$ cat config.mk
export PLATFORM = sky130hd
export DESIGN_NAME = hazard_scoreboard_flat
export DESIGN_NICKNAME = d
export VERILOG_FILES = /design/src/rtl/hazard_scoreboard_pkg.sv /design/src/rtl/hazard_scoreboard_if.sv /design/src/rtl/hazard_scoreboard_sb_unit_slot.sv /design/src/rtl/hazard_scoreboard.sv /design/src/flat_wrapper.sv
export SDC_FILE = /design/constraint.sdc
export NUM_CORES = 1
export LEC_CHECK = 0
export BUFFER_PORTS_ARGS = -buffer_cell sky130_fd_sc_hd__buf_2
export CAP_MARGIN = 20
export CORE_ASPECT_RATIO = 0.75
export CORE_MARGIN = 2
export CORE_UTILIZATION = 48
export CTS_BUF_LIST = sky130_fd_sc_hd__clkbuf_16
export DETAILED_ROUTE_END_ITERATION = 10
export PLACE_DENSITY = 0.76
export SYNTH_ARGS = -nofsm -noshare
export SYNTH_HDL_FRONTEND = slang
export SYNTH_SLANG_ARGS = --single-unit
$ cat constraint.sdc
create_clock -name clk -period 2.2 [get_ports clk]
set_input_delay 0.11 -clock clk [delete_from_list [all_inputs] [get_ports clk]]
set_output_delay 0.11 -clock clk [all_outputs]
set_load 0.02 [all_outputs]
$ cat src/rtl/hazard_scoreboard_pkg.sv
// Shared core package for the hazard scoreboard.
// Holds the long-latency unit indices and the per-unit scoreboard entry type.
// The entry tag is sized for the widest supported register address (SB_TAG_W).
// Narrower register files zero-extend into it.
package hazard_scoreboard_pkg;

   localparam int unsigned SB_TAG_W = 8;

   localparam int unsigned UNIT_LSU = 0;
   localparam int unsigned UNIT_DIV = 1;
   localparam int unsigned UNIT_CSR = 2;

   typedef struct packed {
      logic                busy;
      logic [SB_TAG_W-1:0] tag;
   } type_sb_entry_s;

endpackage

$ cat src/rtl/hazard_scoreboard_if.sv
// Pipeline <-> hazard scoreboard signal bundle.
// master: pipeline side. It drives EXE/WRB/CSR requests and receives the stall, forward and redirect controls.
// slave : scoreboard side, which is the mirror image of master.
interface hazard_scoreboard_if #(
   parameter int unsigned NUM_UNITS = 3,
   parameter int unsigned REG_AW    = 5,
   parameter int unsigned CNT_W     = 16
);
   logic [REG_AW-1:0]    exe_rs1_addr;
   logic [REG_AW-1:0]    exe_rs2_addr;
   logic                 exe_use_rs1;
   logic                 exe_use_rs2;
   logic [NUM_UNITS-1:0] exe_issue_req;
   logic [REG_AW-1:0]    exe_rd_addr;
   logic                 exe_new_pc_req;
   logic [NUM_UNITS-1:0] unit_ack;
   logic [REG_AW-1:0]    wrb_rd_addr;
   logic                 wrb_rd_wr_req;
   logic                 csr_new_pc_req;
   logic                 csr_wfi_req;

   logic                 fwd_wrb_rs1;
   logic                 fwd_wrb_rs2;
   logic                 pipe_stall;
   logic [NUM_UNITS-1:0] issue_accept;
   logic                 new_pc_exe;
   logic                 new_pc_csr;
   logic                 pipe_flush;
   logic                 unit_flush;
   logic                 stall_ff;
   logic [CNT_W-1:0]     stall_cycles;

   modport master (
      output exe_rs1_addr, exe_rs2_addr, exe_use_rs1, exe_use_rs2,
             exe_issue_req, exe_rd_addr, exe_new_pc_req, unit_ack,
             wrb_rd_addr, wrb_rd_wr_req, csr_new_pc_req, csr_wfi_req,
      input  fwd_wrb_rs1, fwd_wrb_rs2, pipe_stall, issue_accept,
             new_pc_exe, new_pc_csr, pipe_flush, unit_flush,
             stall_ff, stall_cycles
   );

   modport slave (
      input  exe_rs1_addr, exe_rs2_addr, exe_use_rs1, exe_use_rs2,
             exe_issue_req, exe_rd_addr, exe_new_pc_req, unit_ack,
             wrb_rd_addr, wrb_rd_wr_req, csr_new_pc_req, csr_wfi_req,
      output fwd_wrb_rs1, fwd_wrb_rs2, pipe_stall, issue_accept,
             new_pc_exe, new_pc_csr, pipe_flush, unit_flush,
             stall_ff, stall_cycles
   );

endinterface

$ cat src/rtl/hazard_scoreboard_sb_unit_slot.sv
// One long-latency unit's scoreboard slot. It has two states:
//   busy = 0 : IDLE, no write is pending.
//   busy = 1 : PEND, a write to the register in tag is pending.
// Ports:
//   clk, rst                 : clock and asynchronous active-high reset
//   issue_req                : EXE requests an issue to this unit (before gating)
//   issue_any                : EXE is issuing to any unit (WAW check)
//   issue_accept             : the issue to this unit is accepted this cycle
//   ack                      : completion pulse from this unit
//   unit_flush               : flush of the long-latency units
//   rd_addr                  : destination register of the issuing op
//   rs1/rs2_addr, use_rs1/2  : EXE source operands
//   raw_hit/waw_hit/busy_hit : this slot's hazard contributions (combinational)
module sb_unit_slot
   import hazard_scoreboard_pkg::*;
#(
   parameter int unsigned REG_AW    = 5,
   parameter bit          FLUSHABLE = 1'b1
) (
   input  logic              clk,
   input  logic              rst,
   input  logic              issue_req,
   input  logic              issue_any,
   input  logic              issue_accept,
   input  logic              ack,
   input  logic              unit_flush,
   input  logic [REG_AW-1:0] rd_addr,
   input  logic [REG_AW-1:0] rs1_addr,
   input  logic [REG_AW-1:0] rs2_addr,
   input  logic              use_rs1,
   input  logic              use_rs2,
   output logic              raw_hit,
   output logic              waw_hit,
   output logic              busy_hit
);

   type_sb_entry_s entry_q;
   type_sb_entry_s entry_d;
   logic           live;

   // State register
   always_ff @(posedge clk or posedge rst) begin
      if (rst) begin
         entry_q <= '0;
      end else begin
         entry_q <= entry_d;
      end
   end

   // Next state. Flush wins. An accepted issue overrides a same-cycle ack.
   // An rd of x0 never marks the slot busy.
   always_comb begin
      entry_d = entry_q;
      if (unit_flush && FLUSHABLE) begin
         entry_d.busy = 1'b0;
      end else if (issue_accept) begin
         entry_d.busy = (rd_addr != '0);
         entry_d.tag  = SB_TAG_W'(rd_addr);
      end else if (ack) begin
         entry_d.busy = 1'b0;
      end
   end

   // Hazard compare. A slot that acks this cycle no longer blocks anything.
   always_comb begin
      live     = entry_q.busy & ~ack;
      raw_hit  = live & ((use_rs1 & (rs1_addr != '0) & (SB_TAG_W'(rs1_addr) == entry_q.tag)) |
                         (use_rs2 & (rs2_addr != '0) & (SB_TAG_W'(rs2_addr) == entry_q.tag)));
      waw_hit  = live & issue_any & (rd_addr != '0) & (SB_TAG_W'(rd_addr) == entry_q.tag);
      busy_hit = live & issue_req;
   end

endmodule

$ cat src/rtl/hazard_scoreboard.sv
// Hazard scoreboard for the long-latency units (LSU, DIV, CSR).
// It tracks the pending destination register of each unit.
// It stalls EXE on RAW, WAW and busy-unit hazards.
// It gates branch redirects and generates the pipeline and unit flushes.
// It also counts stalled cycles.
// Ports:
//   clk, rst : clock and asynchronous active-high reset
//   sb       : slave side of hazard_scoreboard_if
//              (EXE/WRB/CSR requests in; stall, forward, redirect and flush controls out)
// Note: REG_AW must not exceed SB_TAG_W.
module hazard_scoreboard
   import hazard_scoreboard_pkg::*;
#(
   parameter int unsigned          NUM_UNITS  = 3,
   parameter int unsigned          REG_AW     = 5,
   parameter logic [NUM_UNITS-1:0] FLUSH_MASK = NUM_UNITS'(3'b011),
   parameter int unsigned          CNT_W      = 16
) (
   input  logic               clk,
   input  logic               rst,
   hazard_scoreboard_if.slave sb
);

   logic [NUM_UNITS-1:0] raw_hit;
   logic [NUM_UNITS-1:0] waw_hit;
   logic [NUM_UNITS-1:0] busy_hit;
   logic [NUM_UNITS-1:0] accept_c;
   logic                 issue_any_c;
   logic                 stall_c;
   logic                 new_pc_exe_c;
   logic                 unit_flush_c;
   logic                 pipe_flush_c;
   logic                 stall_ff_q;
   logic [CNT_W-1:0]     stall_cycles_q;

   assign issue_any_c = |sb.exe_issue_req;

   for (genvar i = 0; i < NUM_UNITS; i++) begin : g_slot
      sb_unit_slot #(
         .REG_AW    (REG_AW),
         .FLUSHABLE (FLUSH_MASK[i])
      ) u_slot (
         .clk          (clk),
         .rst          (rst),
         .issue_req    (sb.exe_issue_req[i]),
         .issue_any    (issue_any_c),
         .issue_accept (accept_c[i]),
         .ack          (sb.unit_ack[i]),
         .unit_flush   (unit_flush_c),
         .rd_addr      (sb.exe_rd_addr),
         .rs1_addr     (sb.exe_rs1_addr),
         .rs2_addr     (sb.exe_rs2_addr),
         .use_rs1      (sb.exe_use_rs1),
         .use_rs2      (sb.exe_use_rs2),
         .raw_hit      (raw_hit[i]),
         .waw_hit      (waw_hit[i]),
         .busy_hit     (busy_hit[i])
      );
   end

   // Stall, redirect and flush decode. Everything is same-cycle.
   always_comb begin
      stall_c      = (|raw_hit) | (|waw_hit) | (|busy_hit);
      new_pc_exe_c = sb.exe_new_pc_req & ~stall_c & ~sb.csr_new_pc_req;
      unit_flush_c = sb.csr_new_pc_req | sb.csr_wfi_req;
      pipe_flush_c = new_pc_exe_c | unit_flush_c;
      accept_c     = sb.exe_issue_req & {NUM_UNITS{~(stall_c | pipe_flush_c)}};
   end

   // Registered stall copy and saturating stall-cycle counter
   always_ff @(posedge clk or posedge rst) begin
      if (rst) begin
         stall_ff_q     <= 1'b0;
         stall_cycles_q <= '0;
      end else begin
         stall_ff_q <= stall_c;
         if (stall_c && !(&stall_cycles_q)) begin
            stall_cycles_q <= stall_cycles_q + CNT_W'(1);
         end
      end
   end

   assign sb.fwd_wrb_rs1  = (sb.exe_rs1_addr == sb.wrb_rd_addr) & sb.wrb_rd_wr_req &
                            (sb.exe_rs1_addr != '0);
   assign sb.fwd_wrb_rs2  = (sb.exe_rs2_addr == sb.wrb_rd_addr) & sb.wrb_rd_wr_req &
                            (sb.exe_rs2_addr != '0);
   assign sb.pipe_stall   = stall_c;
   assign sb.issue_accept = accept_c;
   assign sb.new_pc_exe   = new_pc_exe_c;
   assign sb.new_pc_csr   = sb.csr_new_pc_req;
   assign sb.pipe_flush   = pipe_flush_c;
   assign sb.unit_flush   = unit_flush_c;
   assign sb.stall_ff     = stall_ff_q;
   assign sb.stall_cycles = stall_cycles_q;

endmodule

$ cat src/flat_wrapper.sv
// flat-port wrapper written by rule: the top's interface ports become plain ports
module hazard_scoreboard_flat import hazard_scoreboard_pkg::*;
#(
   parameter int unsigned          NUM_UNITS  = 3,
   parameter int unsigned          REG_AW     = 5,
   parameter logic [NUM_UNITS-1:0] FLUSH_MASK = NUM_UNITS'(3'b011),
   parameter int unsigned          CNT_W      = 16
)
  (clk, rst, sb_exe_rs1_addr, sb_exe_rs2_addr, sb_exe_use_rs1, sb_exe_use_rs2, sb_exe_issue_req, sb_exe_rd_addr, sb_exe_new_pc_req, sb_unit_ack, sb_wrb_rd_addr, sb_wrb_rd_wr_req, sb_csr_new_pc_req, sb_csr_wfi_req, sb_fwd_wrb_rs1, sb_fwd_wrb_rs2, sb_pipe_stall, sb_issue_accept, sb_new_pc_exe, sb_new_pc_csr, sb_pipe_flush, sb_unit_flush, sb_stall_ff, sb_stall_cycles);
  hazard_scoreboard_if #(.NUM_UNITS(NUM_UNITS), .REG_AW(REG_AW), .CNT_W(CNT_W)) sb_i ();
  input  logic clk;
  input  logic rst;
  input wire logic [$bits(sb_i.exe_rs1_addr)-1:0] sb_exe_rs1_addr;
  input wire logic [$bits(sb_i.exe_rs2_addr)-1:0] sb_exe_rs2_addr;
  input wire logic [$bits(sb_i.exe_use_rs1)-1:0] sb_exe_use_rs1;
  input wire logic [$bits(sb_i.exe_use_rs2)-1:0] sb_exe_use_rs2;
  input wire logic [$bits(sb_i.exe_issue_req)-1:0] sb_exe_issue_req;
  input wire logic [$bits(sb_i.exe_rd_addr)-1:0] sb_exe_rd_addr;
  input wire logic [$bits(sb_i.exe_new_pc_req)-1:0] sb_exe_new_pc_req;
  input wire logic [$bits(sb_i.unit_ack)-1:0] sb_unit_ack;
  input wire logic [$bits(sb_i.wrb_rd_addr)-1:0] sb_wrb_rd_addr;
  input wire logic [$bits(sb_i.wrb_rd_wr_req)-1:0] sb_wrb_rd_wr_req;
  input wire logic [$bits(sb_i.csr_new_pc_req)-1:0] sb_csr_new_pc_req;
  input wire logic [$bits(sb_i.csr_wfi_req)-1:0] sb_csr_wfi_req;
  output wire logic [$bits(sb_i.fwd_wrb_rs1)-1:0] sb_fwd_wrb_rs1;
  output wire logic [$bits(sb_i.fwd_wrb_rs2)-1:0] sb_fwd_wrb_rs2;
  output wire logic [$bits(sb_i.pipe_stall)-1:0] sb_pipe_stall;
  output wire logic [$bits(sb_i.issue_accept)-1:0] sb_issue_accept;
  output wire logic [$bits(sb_i.new_pc_exe)-1:0] sb_new_pc_exe;
  output wire logic [$bits(sb_i.new_pc_csr)-1:0] sb_new_pc_csr;
  output wire logic [$bits(sb_i.pipe_flush)-1:0] sb_pipe_flush;
  output wire logic [$bits(sb_i.unit_flush)-1:0] sb_unit_flush;
  output wire logic [$bits(sb_i.stall_ff)-1:0] sb_stall_ff;
  output wire logic [$bits(sb_i.stall_cycles)-1:0] sb_stall_cycles;
  assign sb_i.exe_rs1_addr = sb_exe_rs1_addr;
  assign sb_i.exe_rs2_addr = sb_exe_rs2_addr;
  assign sb_i.exe_use_rs1 = sb_exe_use_rs1;
  assign sb_i.exe_use_rs2 = sb_exe_use_rs2;
  assign sb_i.exe_issue_req = sb_exe_issue_req;
  assign sb_i.exe_rd_addr = sb_exe_rd_addr;
  assign sb_i.exe_new_pc_req = sb_exe_new_pc_req;
  assign sb_i.unit_ack = sb_unit_ack;
  assign sb_i.wrb_rd_addr = sb_wrb_rd_addr;
  assign sb_i.wrb_rd_wr_req = sb_wrb_rd_wr_req;
  assign sb_i.csr_new_pc_req = sb_csr_new_pc_req;
  assign sb_i.csr_wfi_req = sb_csr_wfi_req;
  assign sb_fwd_wrb_rs1 = sb_i.fwd_wrb_rs1;
  assign sb_fwd_wrb_rs2 = sb_i.fwd_wrb_rs2;
  assign sb_pipe_stall = sb_i.pipe_stall;
  assign sb_issue_accept = sb_i.issue_accept;
  assign sb_new_pc_exe = sb_i.new_pc_exe;
  assign sb_new_pc_csr = sb_i.new_pc_csr;
  assign sb_pipe_flush = sb_i.pipe_flush;
  assign sb_unit_flush = sb_i.unit_flush;
  assign sb_stall_ff = sb_i.stall_ff;
  assign sb_stall_cycles = sb_i.stall_cycles;
  hazard_scoreboard #(.NUM_UNITS(NUM_UNITS), .REG_AW(REG_AW), .FLUSH_MASK(FLUSH_MASK), .CNT_W(CNT_W)) u_core (.clk(clk), .rst(rst), .sb(sb_i));
endmodule
# Word level (Yosys, flattened, before mapping)
# Cells that the tools add are included.
[classes] n_addsub=1 eq_ne=11 muxes=8 bitwise_logic=48 n_reduce_logical=15
[ops] operator="equality test 5 bit" n=11
[ops] operator="AND 1 bit" n=32
[ops] operator="adder 16 x 1 -> 16 bit (second input constant)" n=1
[ops] operator="AND reduction 16 bit" n=1
[ops] operator="nonzero test 5 bit" n=3
[ops] operator="OR reduction 3 bit" n=4
[ops] operator="two-way mux 1 bit" n=8
[ops] operator="bitwise OR 1 bit" n=8
[ops] operator="NOT 1 bit" n=7
[ops] operator="nonzero test 3 bit" n=2
[ops] operator="AND reduction 2 bit" n=2
[ops] operator="AND 3 bit" n=1
[ops] operator="nonzero test 2 bit" n=1
[ops] operator="logical AND 1 bit" n=1
[ops] operator="logical NOT 1 bit" n=1
[word_totals] register_bits=35

# Logic depth before layout (Yosys ltp)
# Gate-level depths: netlist (run 1).
[depth] ltp_word=17 mapped_depth=10 ltp_nobuf=8

# Hierarchy
# Synthesis (run 1) repeated with hierarchy kept, for this count alone.
[unflattened] cells_unflattened=258 area_unflattened_um2=2469.9
[by_module_without_submodules] module="hazard_scoreboard" instances=1 cells_per_inst=113 area_per_inst_um2=1079.8 seq_area_each_um2=425.4
[by_module_without_submodules] module="sb_unit_slot at u_core.g_slot[0].u_slot ..." instances=2 cells_per_inst=48 area_per_inst_um2=464.2 seq_area_each_um2=150.1
[by_module_without_submodules] module="sb_unit_slot at u_core.g_slot[2].u_slot" instances=1 cells_per_inst=49 area_per_inst_um2=461.7 seq_area_each_um2=150.1

# Worst setup path after synthesis (run 1)
# OpenSTA, ideal clock, no wires.
[synth_timing] kind="input to output" start="in sb_exe_rs1_addr[1]" end="out sb_pipe_flush" t_arrival_ns=2.198 required_ns=2.090 path_slack_ns=-0.108 stages=8 path_buffers=1 path_cell_list="buf_2 -> or4_4 -> o21ai_2 -> a21oi_1 -> or3_4 -> nor3_4 -> and3b_1 -> nand2b_1"
[synth_between] elab_chain_cells=12 word_cells_on_any_way=21 classes_between="eq/ne (3); bitwise (16); reduce/logical (2)"
[synth_rtl] item="start: declaration" line="flat_wrapper.sv:13" text="input wire logic [$bits(sb_i.exe_rs1_addr)-1:0] sb_exe_rs1_addr;"
[synth_rtl] item="nonzero test 5 bit" line="hazard_scoreboard_sb_unit_slot.sv:67" text="raw_hit = live & ((use_rs1 & (rs1_addr != '0) & (SB_TAG_W'(rs1_addr) == entry_q.tag)) |"
[synth_rtl] item="AND 1 bit (2 in series)" line="hazard_scoreboard_sb_unit_slot.sv:67"
[synth_rtl] item="bitwise OR 1 bit" line="hazard_scoreboard_sb_unit_slot.sv:67"
[synth_rtl] item="AND 1 bit" line="hazard_scoreboard_sb_unit_slot.sv:67"
[synth_rtl] item="OR reduction 3 bit *" line="hazard_scoreboard.sv:63" text="stall_c = (|raw_hit) | (|waw_hit) | (|busy_hit);"
[synth_rtl] item="bitwise OR 1 bit * (2 in series)" line="hazard_scoreboard.sv:63"
[synth_rtl] item="NOT 1 bit *" line="hazard_scoreboard.sv:64" text="new_pc_exe_c = sb.exe_new_pc_req & ~stall_c & ~sb.csr_new_pc_req;"
[synth_rtl] item="AND 1 bit * (2 in series)" line="hazard_scoreboard.sv:64"
[synth_rtl] item="named net sb_new_pc_exe" line="flat_wrapper.sv:29" text="output wire logic [$bits(sb_i.new_pc_exe)-1:0] sb_new_pc_exe;"
[synth_rtl] item="bitwise OR 1 bit *" line="hazard_scoreboard.sv:66" text="pipe_flush_c = new_pc_exe_c | unit_flush_c;"
[synth_rtl] item="end: declaration" line="flat_wrapper.sv:31" text="output wire logic [$bits(sb_i.pipe_flush)-1:0] sb_pipe_flush;"
# The timed path passes the listed nets; every way through them passes the cells marked *.

# Final worst setup path (run 1)
[layout_timing] start="reg u_core.g_slot[0].u_slot.entry_q[1] (netlist bit)" end="reg u_core.stall_cycles_q[14] (netlist: u_core.sb.stall_cycles[14])"
[layout_between] elab_chain_cells=8 word_cells_on_any_way=13 classes_between="eq/ne (3); bitwise (7); reduce/logical (3)"
[layout_rtl] item="start: declaration" line="hazard_scoreboard_sb_unit_slot.sv:37" text="type_sb_entry_s entry_q;"
[layout_rtl] item="start signal: assignment" line="hazard_scoreboard_sb_unit_slot.sv:46" text="entry_q <= entry_d;"
[layout_rtl] item="equality test 5 bit, on equally long branches" line="hazard_scoreboard_sb_unit_slot.sv:67, hazard_scoreboard_sb_unit_slot.sv:68"
[layout_rtl] item="AND 1 bit, on equally long branches" line="hazard_scoreboard_sb_unit_slot.sv:67, hazard_scoreboard_sb_unit_slot.sv:68"
[layout_rtl] item="bitwise OR 1 bit" line="hazard_scoreboard_sb_unit_slot.sv:67"
[layout_rtl] item="AND 1 bit" line="hazard_scoreboard_sb_unit_slot.sv:67"
[layout_rtl] item="OR reduction 3 bit" line="hazard_scoreboard.sv:63"
[layout_rtl] item="bitwise OR 1 bit * (2 in series)" line="hazard_scoreboard.sv:63"
[layout_rtl] item="logical AND 1 bit *" line="hazard_scoreboard.sv:77" text="if (stall_c && !(&stall_cycles_q)) begin"
[layout_rtl] item="end signal: assignment" line="hazard_scoreboard.sv:78" text="stall_cycles_q <= stall_cycles_q + CNT_W'(1);"
[layout_rtl] item="end: declaration" line="hazard_scoreboard.sv:34" text="logic [CNT_W-1:0] stall_cycles_q;"
# Mark *: on every way between the ends. The rest lies on a longest branch, timed or not.
# A chain may end at the register's enable or synchronous reset.

==> results.tsv, run 1 <==
stage	metric	value	unit
power	power_density	667	mW/mm^2
floorplan	fp-row-count	22	
synth	seq_area_frac_synth	0.372	
hold_path	worst_hold_path_type	primary input to flop	
synth	yosysUniqueCellTypes	38	
drt	avgViaCountPerCell	5.77	
synth	yosysTopAreaCellShare	0.372	
drt	route.detailed.wl_per_inst	19.8	microns
sta	fin_crit	2600	ps
clock_tree	numClockSinks	35	
drt	drcViolationCount	0	
placed_design	portBuffers	60	
setup_path	cp-end-kind	flop	
clock_tree	clk_pin_slew	60	ps
synth	yosysTopAreaCell	dfrtp_1	
setup_path	cpMaxStageDelayCell	or4_4	
setup_path	cp_num_buf_inv	2	
sta	clock.fmax	385	MHz
setup_path	cp.depth	9	
drt	firstDrtPassIters	4	
setup_path	r2r-start	u_core.g_slot[0].u_slot.entry_q[1]	
sta	rsz0062_at_grt	yes	
drt	antenna_left	0	
clock_tree	cts_buffers	5	
global_route	antenna_found_initial	0	
floorplan	coreArea	0.00482	sq mm
power	p_leak	1.63	nW
synth	yosysWarnings	0	
setup_path	ff2ff_path_depth	9	
synth	synth_edf_count	0	
power	power	0.00237	W
placed_design	dp_cells	373	
job	drv_cap	0	
cells_and_area	nets	376	
global_route	grt_pass1_wl	10.5	mm
synth	yosys-top-cells-count	xor2_1 (43), dfrtp_1 (35), xnor2_1 (25)	
drt	vias	2318	
global_route	grt_max_degree	36	
sta	slew_violations	0	
setup_path	crit_fanout	4	
sta	clock_skew	7.62	ps
clock_tree	worstSkewPairLatency	290	ps
drt	totalWireLength	7.96	mm
setup_path	worst_ep_arrival_time	2770	ps
cells_and_area	utilization	0.739	
clock_tree	cts_max_level	2	
placed_design	gp_congestion	0.883	
status	failed_checks	negative setup slack	
synth	async_flop_share	1.00	
status	status	finished with violations	
power	ir_drop	0.673	mV
hold_path	min_from	sb_exe_issue_req[0]	
hold_path	hold_depth	3	
floorplan	chipHeight	64.6	microns
floorplan	die_w	84.9	microns
placed_design	hpwl	4.41	mm
floorplan	io_pins	61	
clock_tree	root_buffer	clkbuf_16	
synth	syn_nets	278	
sta	setup_slack	-399	ps
synth	ys.flop_type	dfrtp_1	
synth	avgSynthCellArea	9.69	sq um
sta	holdWs	169	ps
synth	syn-cell-area	0.00235	sq mm
setup_path	critPathKind	flop to flop	
floorplan	dieArea	0.00549	sq mm
sta	fin_crit_sh	1.18	
cells_and_area	drive_above_1_share	0.520	
synth	ys_ff_latch	35	
synth	ys_top_cells_by_area	dfrtp_1 (37%), xor2_1 (16%), xnor2_1 (9.3%), mux2_2 (7.7%), nand3_1 (2.8%)	
cells_and_area	area.growth.synth_to_final	51.2	%
setup_path	required	2370	ps
global_route	grt_pass1_vias	2080	
floorplan	start_util	0.489	
setup_path	crit_start	u_core.g_slot[0].u_slot.entry_q[1]	
sta	max_slew_margin	0.669	
clock_tree	cts_tree	built	
sta	max_slew.worst_pin.slew	494	ps
setup_path	crit_family	simple AND/OR/NAND/NOR gates	
sta	setup_tns	-9960	ps
sta	final_hold_viol_count	0	
clock_tree	cts_buffer_depth	2	
global_route	grt_util_all_layers	0.248	
setup_path	crit_top_cell	buf_6	
setup_path	critPathMaxStageDelay	490	ps
setup_path	cp-start-kind	flop	
cells_and_area	stdcell_count	402	
drt	first_iter_violations	166	
synth	yosysMostFrequentCell	xor2_1	
synth	netlist_instances	243	
setup_path	cp_cell_sequence	xor2_1 -> nor4_2 -> a311oi_2 -> nor3_2 -> nor3_4 -> buf_6 -> buf_6 -> or4_4 -> xnor2_2	
sta	setup_violations	40	
global_route	overflow	0	
cells_and_area	diodes	0	
==> logic make-up (layout without fill, tap and decap cells) <==
family          Yosys count  after routing  synth area share
flops                    35             35             0.372
simple gates             81             81             0.204
fa+ha+maj                 1              1           0.00532
xor+xnor                 68             68             0.253
mux                      16             16            0.0766
compound gates           14             14            0.0346
buf+inv                  28            127            0.0548
==> worst reg2reg max path, stage by stage, from the launching register on <==
cell and delay (ps):
dfrtp_1 440, xor2_1 180, nor4_2 370, a311oi_2 170, nor3_2 320, nor3_4 110
buf_6 150, buf_6 110, or4_4 490, xnor2_2 150
==> placed cells by master, fill, tap and decap left out, types with 2 or more instances in the layout <==
| cell type | netlist | routed |
|---|---|---|
| a21oi_1 | 5 | 5 |
| buf_2 | 3 | 54 |
| buf_4 | 5 | 31 |
| buf_6 | 0 | 23 |
| clkbuf_16 | 0 | 5 |
| dfrtp_1 | 35 | 31 |
| dfrtp_2 | 0 | 4 |
| inv_1 | 7 | 5 |
| inv_2 | 0 | 2 |
| mux2_2 | 16 | 8 |
| mux2_4 | 0 | 8 |
| nand2_1 | 11 | 11 |
| nand2b_1 | 3 | 2 |
| nand3_1 | 13 | 12 |
| nand3_4 | 0 | 2 |
| nand4_1 | 3 | 3 |
| nor2_1 | 10 | 8 |
| nor3_1 | 9 | 4 |
| nor3_2 | 2 | 3 |
| nor3_4 | 1 | 5 |
| nor4_1 | 10 | 5 |
| nor4_2 | 0 | 2 |
| nor4_4 | 0 | 3 |
| nor4b_4 | 0 | 2 |
| o21ai_2 | 1 | 4 |
| or3_1 | 3 | 3 |
| or4_1 | 4 | 2 |
| or4_4 | 1 | 3 |
| xnor2_1 | 25 | 24 |
| xor2_1 | 43 | 41 |
| xor2_2 | 0 | 2 |
==> sequential cells by signal (all words and copies together), names as in the netlist <==
register and count:
u_core.sb.stall_ff 1, u_core.g_slot.u_slot.entry_q 18, u_core.sb.stall_cycles 16
==> what timing repair did <==
action                                 CTS  global route
setup endpoints to repair               24            40
buffers inserted                         8            13
resized for setup                       28            62
hold buffers                             1             0
gates cloned                             0             1
pin swaps                               19            16
endpoints found under the hold margin   35             0
==> worst paths after layout <==
path	to	slack, ps
worst max-delay path	u_core.sb.stall_cycles[14]	-400
worst min-delay path	u_core.g_slot[0].u_slot.entry_q[8]	170
worst max register to register	u_core.sb.stall_cycles[14]	-400
worst min register to register	u_core.sb.stall_cycles[11]	480
max in group asynchronous	u_core.g_slot[0].u_slot.entry_q[4]	1390
min in group asynchronous	u_core.sb.stall_cycles[10]	470
==> per-stage QoR <==
step,cell area (sq um),worst slack [ps]
2_1_floorplan,2370,-48.5
3_3_place_gp,2860,-193
3_5_place_dp,2860,-260
4_1_cts,3230,-264
5_1_grt,3560,-490
6_report,3560,-399
==> per-layer routing <==
metal  GRT usage  part of all wire
met1       0.350              0.43
met2       0.385              0.45
met3      0.0484             0.077
met4      0.0873             0.037
met5           0                 0
==> report_power, final <==
part	internal [W]	switching (W)	total [W]
combinational	0.000398	0.000365	0.000763
sequential	0.000745	0.000167	0.000912
clock	0.000413	0.000285	0.000698
total	0.00156	0.000817	0.00237
==> layout make-up <==
type	count	area, sq um
Clock buffer	5	125
Clock inverter	3	16.3
Fill cell	288	1260
Inverter	7	28.8
Multi-Input combinational cell	180	1620
Sequential cell	35	881
Tap cell	60	75.1
Timing Repair Buffer	112	813
Note: power is estimated with default switching activity, not from simulation.
==> run 2, diff against run 1 <==
==> constraint.sdc (replaced) <==
create_clock -name clk -period 2.2 [get_ports clk]
set_input_delay 0.22 -clock clk [delete_from_list [all_inputs] [get_ports clk]]
set_output_delay 0.22 -clock clk [all_outputs]
set_load 0.02 [all_outputs]
==> results.tsv, run 2 (synthesized netlist as in run 1, its figures left out) <==
stage	metric	value	unit
status	status	finished with violations	
status	failed_checks	negative setup slack	
floorplan	die_w	84.9	microns
cells_and_area	final_cell_mix	buf_2 (57), xor2_1 (39), buf_4 (36), dfrtp_1 (30), xnor2_1 (22)	
placed_design	dp_slack	-338	ps
setup_path	crit_fanout	10	
sta	fin_crit	2650	ps
sta	setup_slack	-445	ps
global_route	grt_max_degree	36	
floorplan	io_pins	61	
sta	setup_violations	40	
sta	clock.fmax	378	MHz
floorplan	fp-row-count	22	
drt	firstDrtPassIters	4	
job	drv_cap	0	
setup_path	cp-end-kind	flop	
hold_path	worst_hold_path_type	primary input to async pin	
floorplan	start_util	0.489	
clock_tree	cts_hold_buf	0	
setup_path	worst_ep_arrival_time	2800	ps
global_route	antenna_found_initial	0	
sta	rsz0062_at_grt	yes	
setup_path	ff2ff_path_depth	9	
drt	vias	2158	
floorplan	dieArea	0.00549	sq mm
cells_and_area	stdcell_area	0.00340	sq mm
setup_path	cp-start-kind	flop	
drt	route.detailed.wl_per_inst	17.6	microns
sta	final_hold_viol_count	0	
placed_design	gp_congestion	0.887	
clock_tree	cts_max_level	2	
cells_and_area	top_register	u_core.g_slot.u_slot.entry_q	
clock_tree	cts_buffers	5	
power	power_density	671	mW/mm^2
drt	antenna_left	0	
floorplan	chipHeight	64.6	microns
placed_design	hpwl	4.43	mm
placed_design	portBuffers	60	
cells_and_area	largest_reg_flops	18	
setup_path	required	2360	ps
cells_and_area	area.growth.synth_to_final	44.3	%
floorplan	coreArea	0.00482	sq mm
cells_and_area	stdcell_count	394	
clock_tree	worstSkewPairLatency	280	ps
setup_path	r2r-start	u_core.g_slot[0].u_slot.entry_q[3]	
setup_path	cpMaxStageDelayCell	or4_4	
setup_path	critPathKind	flop to flop	
sta	max_slew.worst_pin.slew	562	ps
cells_and_area	layout_commonest_cell	buf_2	
global_route	grt_pass1_vias	2090	
sta	setup_tns	-12330	ps
global_route	overflow	0	
clock_tree	cts_buffer_depth	2	
placed_design	dp_cells	377	
drt	drcViolationCount	0	
setup_path	crit_family	simple AND/OR/NAND/NOR gates	
global_route	grt_util_all_layers	0.253	
clock_tree	clk_pin_slew	50	ps
cells_and_area	nets	368	
drt	avgViaCountPerCell	5.48	
setup_path	cp_cell_sequence	xor2_1 -> nor4_2 -> a311oi_1 -> nor3_2 -> nor3_4 -> buf_6 -> buf_8 -> or4_4 -> xnor2_1	
sta	slew_violations	0	
cells_and_area	drive_above_1_share	0.512	
setup_path	cp.depth	9	
sta	fin_crit_sh	1.20	
clock_tree	numClockSinks	35	
placed_design	dpl_cell_area	0.00291	sq mm
power	ir_drop	0.517	mV
sta	max_slew_margin	0.624	
drt	totalWireLength	6.94	mm
drt	first_iter_violations	193	
cells_and_area	diodes	0	
setup_path	cp_num_buf_inv	2	
power	p_leak	1.58	nW
global_route	grt_pass1_wl	10.7	mm
clock_tree	cts_tree	built	
clock_tree	root_buffer	clkbuf_16	
setup_path	r2r_setup_slack	-450	ps
setup_path	r2r-end	u_core.sb.stall_cycles[6]	
sta	clock_skew	3.93	ps
setup_path	critPathMaxStageDelay	530	ps
-- run 2: cell count changes in the layout (fill, tap and decap cells not counted), sizes merged --
cell	delta
clkbuf	-2
clkinvlp	-1
inv	+1
dlygate4sd3	-1
buf	-5
-- run 2: what timing repair did --
action | CTS | global route
pin swaps | 31 | 8
resized for setup | 37 | 21
setup endpoints to repair | 33 | 40
buffers inserted | 8 | 1
-- run 2: per-stage QoR --
step | hold slack, ps | utilization | power (W)
after floorplan | 374 | - | 0.00127
after global placement | 341 | 0.603 | 0.00150
after detailed placement | 342 | 0.603 | 0.00151
after CTS | 49.6 | 0.683 | 0.00222
after global routing | 81.3 | 0.705 | 0.00239
final | 40.9 | 0.705 | 0.00228
-- run 2: final cells by class --
type,count,area [sq um]
Clock buffer,5,125
Clock inverter,3,12.5
Fill cell,323,1420
Inverter,7,26.3
Multi-Input combinational cell,180,1580
Sequential cell,35,882
Tap cell,60,75.1
Timing Repair Buffer,104,701
-- run 2: metal layers --
metal,track usage,part of all wire
met1,0.373,0.44
met2,0.390,0.46
met3,0.0357,0.086
met4,0.0714,0.016
met5,0,0
-- run 2: worst min-delay path, cell delays in order --
cell and delay [ps]:
buf_2 90, inv_1 40, buf_4 390
-- run 2: power breakdown --
part	internal (W)	leakage, nW	total, W	switching [W]
clock	0.000408	0.0762	0.000656	0.000248
sequential	0.000746	0.448	0.000905	0.000159
combinational	0.000378	1.05	0.000719	0.000340
-- run 2: worst max-delay path by stage --
| stage | startpoint | endpoint | slack (ps) |
|---|---|---|---|
| after detailed placement | u_core.g_slot[0].u_slot.entry_q[3] | u_core.sb.stall_cycles[14] | -340 |
| final | u_core.g_slot[0].u_slot.entry_q[3] | u_core.sb.stall_cycles[6] | -450 |
| after floorplan | sb_exe_rs1_addr[2] | sb_pipe_flush | -210 |
| after global placement | u_core.g_slot[0].u_slot.entry_q[3] | u_core.sb.stall_cycles[14] | -300 |
| after global routing | u_core.g_slot[0].u_slot.entry_q[3] | u_core.sb.stall_cycles[2] | -540 |
| after CTS | u_core.g_slot[0].u_slot.entry_q[1] | u_core.sb.stall_cycles[5] | -300 |
==> run 3, diff against run 2 <==
- ABC_AREA: not set -> 1
- CORE_UTILIZATION: 48 -> 50
- PLACE_DENSITY: 0.76 -> 0.77
==> results.tsv, run 3 <==
stage	metric	value	unit
floorplan	start_util	0.527	
sta	max_slew.worst_pin.slew	597	ps
synth	ys.flop_type	dfrtp_1	
floorplan	fp-row-count	23	
placed_design	hpwl	5.50	mm
synth	syn_nets	450	
cells_and_area	utilization	0.634	
clock_tree	clk_pin_slew	50	ps
synth	syn-cell-area	0.00287	sq mm
setup_path	cp-start-kind	flop	
floorplan	coreArea	0.00544	sq mm
floorplan	dieArea	0.00636	sq mm
setup_path	worst_ep_arrival_time	1930	ps
setup_path	cp-end-kind	output pin	
synth	ys_top_cells_by_area	dfrtp_1 (31%), nand2_1 (20%), xor2_1 (7.0%), xnor2_1 (5.5%), inv_1 (5.4%)	
cells_and_area	layout_commonest_cell	nand2_1	
drt	drcViolationCount	0	
power	ir_drop	0.359	mV
global_route	grt_pass1_wl	12.3	mm
setup_path	crit_fanout	4	
drt	first_iter_violations	206	
synth	yosysMostFrequentCell	nand2_1	
setup_path	critPathKind	flop to output pin	
drt	antenna_left	0	
setup_path	cp_cell_sequence	inv_1 -> nand2_1 -> nand2_1 -> nor2_1 -> nand3_1 -> nand3_2 -> nand2_2 -> nand2_2 -> nor2_4 -> nand4_4 -> nor2_4 -> buf_6	
status	status	complete, no violations	
setup_path	r2r-end	u_core.sb.stall_cycles[10]	
synth	synth_edf_count	0	
setup_path	required	1980	ps
setup_path	ff2ff_path_depth	11	
cells_and_area	diodes	0	
sta	setup_slack	50.8	ps
synth	yosys-top-cells-count	nand2_1 (155), inv_1 (41), nor2_1 (38)	
synth	yosysUniqueCellTypes	37	
clock_tree	numClockSinks	35	
power	power	0.00263	W
setup_path	critPathMaxStageDelay	430	ps
hold_path	worst_hold_path_type	primary input to async pin	
global_route	grt_util_all_layers	0.240	
synth	async_flop_share	1.00	
sta	max_slew_margin	0.599	
global_route	grt_max_degree	36	
clock_tree	cts_buffers	5	
job	drv_cap	0	
sta	clock.fmax	465	MHz
setup_path	cpMaxStageDelayCell	dfrtp_1	
synth	yosysWarnings	0	
power	power_density	763	mW/mm^2
sta	fin_crit_sh	0.977	
drt	firstDrtPassIters	4	
drt	totalWireLength	7.48	mm
power	p_leak	1.78	nW
placed_design	dp_slack	127	ps
cells_and_area	top_register	u_core.g_slot.u_slot.entry_q	
global_route	overflow	0	
clock_tree	cts_max_level	2	
sta	rsz0062_at_grt	yes	
placed_design	portBuffers	60	
synth	seq_area_frac_synth	0.305	
synth	yosysTopAreaCell	dfrtp_1	
cells_and_area	largest_reg_flops	18	
setup_path	r2r_setup_slack	180	ps
floorplan	io_pins	61	
cells_and_area	area.growth.synth_to_final	20.2	%
synth	yosysTopAreaCellShare	0.305	
sta	fin_crit	2150	ps
sta	final_hold_viol_count	0	
global_route	antenna_found_initial	0	
cells_and_area	drive_above_1_share	0.295	
global_route	grt_pass1_vias	2554	
cells_and_area	final_cell_mix	nand2_1 (153), buf_2 (57), inv_1 (40), nor2_1 (36), xor2_1 (23)	
placed_design	gp_congestion	0.948	
cells_and_area	nets	518	
sta	slew_violations	0	
synth	avgSynthCellArea	6.91	sq um
floorplan	die_w	91.5	microns
clock_tree	worstSkewPairLatency	280	ps
clock_tree	cts_tree	built	
sta	setup_violations	0	
clock_tree	cts_buffer_depth	2	
synth	ys_ff_latch	35	
clock_tree	root_buffer	clkbuf_16	
floorplan	chipHeight	69.6	microns
drt	avgViaCountPerCell	5.06	
drt	route.detailed.wl_per_inst	13.4	microns
sta	clock_skew	3.26	ps
clock_tree	cts_hold_buf	0	
synth	netlist_instances	415	
drt	vias	2830	
setup_path	r2r-start	u_core.sb.stall_cycles[0]	
[run 3: cell count changes after synthesis, sizes merged, moves of 9 or more]
cell    change
nand2     +148
nor2       +35
inv        +46
mux2       -16
xor2       -19
o21ai       +9
clkbuf     -12
[run 3: kinds of logic (layout without fill, tap and decap cells)]
kind of cell | Yosys count | count (layout) | synth area share
AOI/OAI and AO/OA | 27 | 27 | 0.0668
xor gates and xnor gates | 42 | 42 | 0.131
and+or+nand+nor | 241 | 241 | 0.375
DFF | 35 | 35 | 0.305
buffers and inverters | 69 | 138 | 0.118
adders and majority gates | 1 | 1 | 0.00436
[run 3: metal layers]
layer	share of wire	track usage	routed length, microns
met1	0.49	0.366	3680
met2	0.41	0.333	3100
met3	0.083	0.0533	617
met4	0.012	0.0774	86
met5	0	0	0
[run 3: power breakdown]
group | switching, W | internal, W | total [W]
logic | 0.000576 | 0.000386 | 0.000962
clock network | 0.000271 | 0.000413 | 0.000683
registers | 0.000196 | 0.000789 | 0.000985
total | 0.00104 | 0.00159 | 0.00263
[run 3: worst max path at each step]
stage | start | endpoint | slack (ps) | cells past startpoint
floorplan | u_core.sb.stall_cycles[0] | u_core.sb.stall_cycles[2] | 260 | 11
global placement | u_core.sb.stall_cycles[0] | u_core.sb.stall_cycles[4] | 160 | 10
detailed placement | u_core.sb.stall_cycles[0] | u_core.sb.stall_cycles[7] | 130 | 10
CTS | u_core.g_slot[2].u_slot.entry_q[4] | sb_issue_accept[1] | 30 | 10
global route | u_core.g_slot[0].u_slot.entry_q[1] | sb_issue_accept[0] | -70 | 13
finish | u_core.g_slot[0].u_slot.entry_q[0] | sb_issue_accept[0] | 50 | 12
[run 3: repair_timing]
action                     CTS  global route
buffers inserted             1            12
gates resized for setup      1            28
setup endpoints to repair    1            17
pin swaps                    1            13
[run 3: area by class of cell]
cell class,count,area (sq um)
Timing Repair Buffer,77,447
Inverter,53,204
Fill cell,492,1990
Tap cell,75,93.8
Sequential cell,35,892
Multi-Input combinational cell,311,1670
Clock buffer,5,125
Clock inverter,3,16.3
[run 3: through the flow]
step                      cells  area (sq um)  hold slack (ps)  setup TNS, ps
final                       559          3450             33.3              0
after global placement      538          3160              344              0
after floorplan             415          2870              330              0
after CTS                   547          3310             53.3              0
after detailed placement    538          3160              352              0
after global routing        559          3450             87.4           -190
[run 3: worst max-delay path: cells and delay by family, from the launching register on]
| kind | cells | cell delay, ps |
|---|---|---|
| and+or+nand+nor | 10 | 1010 |
| DFF | 1 | 430 |
| buffers and inverters | 2 | 230 |
